$ cat config.mk
export PLATFORM = sky130hd
export DESIGN_NAME = bus_arbiter_rr_flat
export DESIGN_NICKNAME = d
export VERILOG_FILES = /design/src/rtl/bus_arbiter_rr_if.sv /design/src/rtl/bus_arbiter_rr.sv /design/src/flat_wrapper.sv
export SDC_FILE = /design/constraint.sdc
export NUM_CORES = 1
export LEC_CHECK = 0
export BUFFER_PORTS_ARGS = -buffer_cell sky130_fd_sc_hd__clkbuf_2
export CORE_ASPECT_RATIO = 1.1
export CORE_MARGIN = 1.5
export CORE_UTILIZATION = 43
export CTS_CLUSTER_SIZE = 28
export DETAILED_ROUTE_END_ITERATION = 10
export SETUP_SLACK_MARGIN = 0.3
export SLEW_MARGIN = 5
export SYNTH_ARGS = -nofsm -noshare
export SYNTH_HDL_FRONTEND = slang
export SYNTH_SLANG_ARGS = --single-unit
$ cat constraint.sdc
create_clock -name i_clk -period 3.83 [get_ports i_clk]
set_clock_uncertainty 0.1 [all_clocks]
set_input_delay 0.766 -clock i_clk [delete_from_list [all_inputs] [get_ports i_clk]]
set_output_delay 0.766 -clock i_clk [all_outputs]
set_load 0.005 [all_outputs]
$ cat src/rtl/bus_arbiter_rr_if.sv
// Request/grant bundle between bus masters and the round-robin arbiter.
// The shared-bus mux selects on o_gnt_id while o_gnt_valid is high.
interface bus_arbiter_rr_if #(
   parameter int NUM_MASTERS = 4,
   parameter int ID_W        = $clog2(NUM_MASTERS)
) ();

   logic [NUM_MASTERS-1:0] i_req;
   logic [NUM_MASTERS-1:0] i_lock;
   logic                   i_rr_mode;
   logic [NUM_MASTERS-1:0] o_gnt;
   logic [ID_W-1:0]        o_gnt_id;
   logic                   o_gnt_valid;

   modport master (
      output i_req,
      output i_lock,
      output i_rr_mode,
      input  o_gnt,
      input  o_gnt_id,
      input  o_gnt_valid
   );

   modport slave (
      input  i_req,
      input  i_lock,
      input  i_rr_mode,
      output o_gnt,
      output o_gnt_id,
      output o_gnt_valid
   );

endinterface

$ cat src/rtl/bus_arbiter_rr.sv
// N-master bus arbiter: registered one-hot grant, fixed or round-robin pick,
// max-hold preemption with per-master lock, direct owner-to-owner handoff.
module bus_arbiter_rr #(
   parameter int  NUM_MASTERS = 4,
   parameter int  MAX_HOLD    = 16,
   localparam int ID_W        = $clog2(NUM_MASTERS)
) (
   input logic             i_clk,
   input logic             i_rst,
   bus_arbiter_rr_if.slave bus
);

   localparam int CNT_W = (MAX_HOLD == 0) ? 1 : $clog2(MAX_HOLD + 1);
   localparam logic [CNT_W-1:0] CNT_SAT =
      (MAX_HOLD == 0) ? {CNT_W{1'b1}} : CNT_W'(MAX_HOLD - 1);

   localparam logic [0:0] ST_IDLE  = 1'b0;
   localparam logic [0:0] ST_GRANT = 1'b1;

   logic [0:0]             state_q;
   logic [0:0]             state_d;
   logic [NUM_MASTERS-1:0] gnt_q;
   logic [NUM_MASTERS-1:0] gnt_d;
   logic [ID_W-1:0]        id_q;
   logic [ID_W-1:0]        id_d;
   logic                   valid_q;
   logic                   valid_d;
   logic [ID_W-1:0]        ptr_q;
   logic [ID_W-1:0]        ptr_d;
   logic [CNT_W-1:0]       cnt_q;
   logic [CNT_W-1:0]       cnt_d;

   logic                   owner_req;
   logic                   owner_lock;
   logic [NUM_MASTERS-1:0] others;
   logic                   expired;
   logic                   preempt;
   logic                   take;
   logic [NUM_MASTERS-1:0] cand;
   logic [ID_W-1:0]        win;

   // Fixed mode scans from 0; round-robin scans from ptr with wrap.
   function automatic logic [ID_W-1:0] pick(
      input logic [NUM_MASTERS-1:0] c,
      input logic                   rr,
      input logic [ID_W-1:0]        p
   );
      logic [ID_W-1:0] r;
      logic            found;
      int              idx;
      r     = '0;
      found = 1'b0;
      for (int k = 0; k < NUM_MASTERS; k++) begin
         idx = rr ? ((int'(p) + k) % NUM_MASTERS) : k;
         if (!found && c[idx]) begin
            found = 1'b1;
            r     = ID_W'(idx);
         end
      end
      return r;
   endfunction

   assign owner_req  = |(bus.i_req & gnt_q);
   assign owner_lock = |(bus.i_lock & gnt_q);
   assign others     = bus.i_req & ~gnt_q;
   assign expired    = (MAX_HOLD != 0) && (cnt_q == CNT_SAT);
   assign preempt    = owner_req && expired && !owner_lock && (|others);

   always_comb begin
      state_d = state_q;
      gnt_d   = gnt_q;
      id_d    = id_q;
      valid_d = valid_q;
      ptr_d   = ptr_q;
      cnt_d   = cnt_q;
      take    = 1'b0;
      cand    = '0;
      win     = '0;

      unique case (state_q)
         ST_IDLE: begin
            cnt_d = '0;
            if (|bus.i_req) begin
               take = 1'b1;
               cand = bus.i_req;
            end
         end
         ST_GRANT: begin
            unique case (1'b1)
               !owner_req: begin
                  if (|bus.i_req) begin
                     take = 1'b1;
                     cand = bus.i_req;
                  end else begin
                     state_d = ST_IDLE;
                     gnt_d   = '0;
                     valid_d = 1'b0;
                     cnt_d   = '0;
                  end
               end
               preempt: begin
                  take = 1'b1;
                  cand = others;
               end
               (owner_req && !preempt): begin
                  if (cnt_q != CNT_SAT) cnt_d = cnt_q + CNT_W'(1);
               end
            endcase
         end
      endcase

      // Every new grant restarts the hold count and advances the pointer.
      if (take) begin
         win          = pick(cand, bus.i_rr_mode, ptr_q);
         state_d      = ST_GRANT;
         gnt_d        = '0;
         gnt_d[win]   = 1'b1;
         id_d         = win;
         valid_d      = 1'b1;
         cnt_d        = '0;
         ptr_d        = (win == ID_W'(NUM_MASTERS - 1)) ?
                        '0 : win + ID_W'(1);
      end
   end

   always_ff @(posedge i_clk or posedge i_rst) begin
      if (i_rst) begin
         state_q <= ST_IDLE;
         gnt_q   <= '0;
         id_q    <= '0;
         valid_q <= 1'b0;
         ptr_q   <= '0;
         cnt_q   <= '0;
      end else begin
         state_q <= state_d;
         gnt_q   <= gnt_d;
         id_q    <= id_d;
         valid_q <= valid_d;
         ptr_q   <= ptr_d;
         cnt_q   <= cnt_d;
      end
   end

   assign bus.o_gnt       = gnt_q;
   assign bus.o_gnt_id    = id_q;
   assign bus.o_gnt_valid = valid_q;

endmodule

$ cat src/flat_wrapper.sv
// flat-port wrapper written by rule: the top's interface ports become plain ports
module bus_arbiter_rr_flat 
#(
   parameter int  NUM_MASTERS = 4,
   parameter int  MAX_HOLD    = 16,
   localparam int ID_W        = $clog2(NUM_MASTERS)
)
  (i_clk, i_rst, bus_i_req, bus_i_lock, bus_i_rr_mode, bus_o_gnt, bus_o_gnt_id, bus_o_gnt_valid);
  bus_arbiter_rr_if #(.NUM_MASTERS(NUM_MASTERS)) bus_i ();
  input logic i_clk;
  input logic i_rst;
  input wire logic [$bits(bus_i.i_req)-1:0] bus_i_req;
  input wire logic [$bits(bus_i.i_lock)-1:0] bus_i_lock;
  input wire logic [$bits(bus_i.i_rr_mode)-1:0] bus_i_rr_mode;
  output wire logic [$bits(bus_i.o_gnt)-1:0] bus_o_gnt;
  output wire logic [$bits(bus_i.o_gnt_id)-1:0] bus_o_gnt_id;
  output wire logic [$bits(bus_i.o_gnt_valid)-1:0] bus_o_gnt_valid;
  assign bus_i.i_req = bus_i_req;
  assign bus_i.i_lock = bus_i_lock;
  assign bus_i.i_rr_mode = bus_i_rr_mode;
  assign bus_o_gnt = bus_i.o_gnt;
  assign bus_o_gnt_id = bus_i.o_gnt_id;
  assign bus_o_gnt_valid = bus_i.o_gnt_valid;
  bus_arbiter_rr #(.NUM_MASTERS(NUM_MASTERS), .MAX_HOLD(MAX_HOLD)) u_core (.i_clk(i_clk), .i_rst(i_rst), .bus(bus_i));
endmodule
==> impl_metrics.json <==
{
  "status": "finished clean",
  "seqPwrFrac_pct": 33.8,
  "fin_cells": 175,
  "syn_avg_cell_area_um2": 8.93,
  "cp-startpoint": "u_core.cnt_q[0]",
  "cpPeakStageDelay_ns": 0.49,
  "reg2reg_from": "u_core.cnt_q[0]",
  "grt_pass1_vias": 987,
  "critical_path_class": "reg2reg",
  "hp-class": "in2async",
  "syn-num-nets": 142,
  "rsz0062_at_grt": "false",
  "slew_headroom_pct": 63.8,
  "fin_nets": 162,
  "grt_max_degree": 16,
  "crit_required_ns": 3.91,
  "drive_above_1_share_pct": 25.7,
  "max_cap_viol_count": 0,
  "htreeDepth": 1,
  "routed_via_density": 5.65,
  "yosysMostFrequentCell": "dfrtp_1",
  "place_congestion": 0.851,
  "fill_cells": 250,
  "synth-seq-area-share_pct": 33.6,
  "drc": 0,
  "clock_path_buffers": 2,
  "p_leak_nw": 0.625,
  "vias": 988,
  "crit_buf_inv": 0,
  "io_pins": 18,
  "switching_share_pct": 45.0,
  "synthTopCellsByCount": "15 x dfrtp_1, 14 x nand2_1, 10 x o21ai_0",
  "die_h_um": 56.4,
  "cp_slowest_cell": "mux4_2",
  "fin_crit_sh_pct": 89.4,
  "synth.top_cell.area_share_pct": 33.6,
  "cp_top_family": "simple AND/OR/NAND/NOR gates",
  "synth_flop_cell": "dfrtp_1",
  "worstSetupEndpointType": "flip-flop",
  "overflow": 0,
  "ys_top_cells_by_area": "dfrtp_1 34%, ha_1 6.7%, nand2_1 4.7%, o21ai_0 4.5%, a22o_1 3.9%",
  "p_switching_uw": 391,
  "grt_pass1_wl_mm": 4.31,
  "final_max_slew_viol_count": 0,
  "synth_edf_count": 0,
  "core_area_um2": 2470,
  "fin_tns_setup_ns": 0,
  "synth_warnings": 0,
  "clk_pin_slew_ns": 0.09,
  "period_minus_slack_ns": 3.42,
  "clockPowerShare_pct": 10.0,
  "syn2layout_area_growth_pct": 15.4,
  "path_cells": "ha_1 > and3_1 > ha_4 > a21bo_4 > or4_4 > a21o_1 > mux4_2 > nand3_2 > o211ai_2 > and3_1 > ha_1 > a22o_1",
  "fmax_ghz": 0.292,
  "clock-sinks": 15,
  "die_w_um": 51.6,
  "cp.arrival_ns": 3.50,
  "tightest_slew_ns": 0.542,
  "track_usage_pct": 19.5,
  "startpoint_type": "flip-flop",
  "dp_hpwl_mm": 1.99,
  "cp_max_fo": 10,
  "syn-instance-count": 125,
  "grt_antenna_before_repair": 0,
  "finalWirelength_mm": 2.59,
  "synth_async_sr_flop_share_pct": 100,
  "synth_seq_cells": 15,
  "clock_latency_ns": 0.28,
  "cts_inserted_buffers": 3,
  "wire_per_inst_um": 14.8,
  "power_density_nw_per_um2": 675,
  "combPwrFrac_pct": 56.2,
  "finalHoldViolCount": 0,
  "ant_nets": 0,
  "start_util_pct": 45.1,
  "synth.distinct_cells": 42,
  "internal_power_uw": 478,
  "drt_iter0_drc": 30,
  "yosysTopAreaCell": "dfrtp_1",
  "cts_tree": "yes",
  "dieArea_um2": 2910,
  "std_cell_rows": 19,
  "drt_pass1_iterations": 4,
  "cts.root.buffer_cell": "clkbuf_4",
  "io_buffer_count": 17,
  "setup_violations": 0,
  "ir_drop_v": 0.000455,
  "num_antenna_cells": 0,
  "placedCellCount": 171,
  "syn_area_um2": 1120
}
metal layers:
layer / routed length (um) / track usage (%)
met5: 0 / 0
met4: 25 / 4.51
met3: 94 / 5.85
met2: 1350 / 32.8
met1: 1110 / 24.3
power groups by stage:
stage               Sequential [mW]  Combinational, mW  Clock (mW)
finish                        0.294              0.489      0.0870
floorplan                     0.268              0.369           0
global placement              0.291              0.472           0
global route                  0.301              0.554      0.0976
detailed placement            0.294              0.479           0
CTS                           0.291              0.484      0.0903
placed cells by master, fill, tap and decap left out, types with 2 or more instances in the layout:
| master | count |
|---|---|
| clkbuf_2 | 17 |
| dfrtp_1 | 15 |
| nand2_1 | 14 |
| nor2_1 | 9 |
| inv_1 | 8 |
| o21ai_0 | 8 |
| a22o_1 | 5 |
| a21oi_1 | 5 |
| ha_1 | 5 |
| o22ai_1 | 4 |
| and2_1 | 4 |
| nand3_1 | 4 |
| nand4_1 | 3 |
| clkbuf_4 | 3 |
| nor3_1 | 2 |
| a22o_2 | 2 |
| o21a_1 | 2 |
| o21ai_2 | 2 |
| xor2_1 | 2 |
| o211a_1 | 2 |
| a21o_1 | 2 |
| and3_1 | 2 |
sequential cells by signal, indices dropped and copies added, names as in the netlist:
signal / cells
u_core.bus.o_gnt: 4
u_core.state_q: 1
u_core.bus.o_gnt_id: 2
u_core.ptr_q: 2
u_core.bus.o_gnt_valid: 1
u_core.cnt_q: 5
area by class of cell:
cell class | instances | area, um^2 | share of cell area, %
Clock inverter | 1 | 5.00 | 0.389
Tap cell | 31 | 38.8 | 3.01
Inverter | 8 | 30.0 | 2.33
Multi-Input combinational cell | 99 | 723 | 56.2
Sequential cell | 15 | 375 | 29.2
Timing Repair Buffer | 18 | 92.6 | 7.19
Clock buffer | 3 | 22.5 | 1.75
cell families after synthesis:
logic type	count (synthesis)	synth area share [%]
and+or+nand+nor	46	21.7
xor gates and xnor gates	3	2.35
AOI/OAI and AO/OA	41	27.6
DFF	15	33.6
buffers and inverters	11	4.04
adders and majority gates	6	6.73
muxes	3	3.92
per-stage QoR:
stage | setup WS [ns] | hold WS (ns) | power, mW | utilization, % | instance area [um^2]
2_1_floorplan | 0.614 | 0.367 | 0.637 | - | 1120
3_3_place_gp | 0.367 | 0.359 | 0.763 | 49.8 | 1230
6_report | 0.406 | 0.394 | 0.869 | 52.1 | 1290
5_1_grt | 0.266 | 0.401 | 0.953 | 52.1 | 1290
4_1_cts | 0.329 | 0.395 | 0.865 | 51.0 | 1260
3_5_place_dp | 0.241 | 0.376 | 0.773 | 49.8 | 1230
final timing paths:
kind / to / slack, ns / cells past startpoint
hold / removal: u_core.bus.o_gnt[0] / 0.39 / 2
setup reg to reg: u_core.bus.o_gnt[0] / 0.41 / 12
hold reg to reg: u_core.bus.o_gnt_valid / 0.39 / 2
min in group i_clk: u_core.bus.o_gnt_valid / 0.39 / 2
setup / recovery: u_core.bus.o_gnt[0] / 0.41 / 12
max in group asynchronous: u_core.state_q / 2.88 / 2
repair_timing:
item,in CTS,in global routing
gates resized for setup,1,6
buffers inserted,0,0
hold buffers,0,0
endpoints found under the hold margin,0,0
setup endpoints to repair,5,5
No activity file was read; power rests on OpenSTA's default activity.
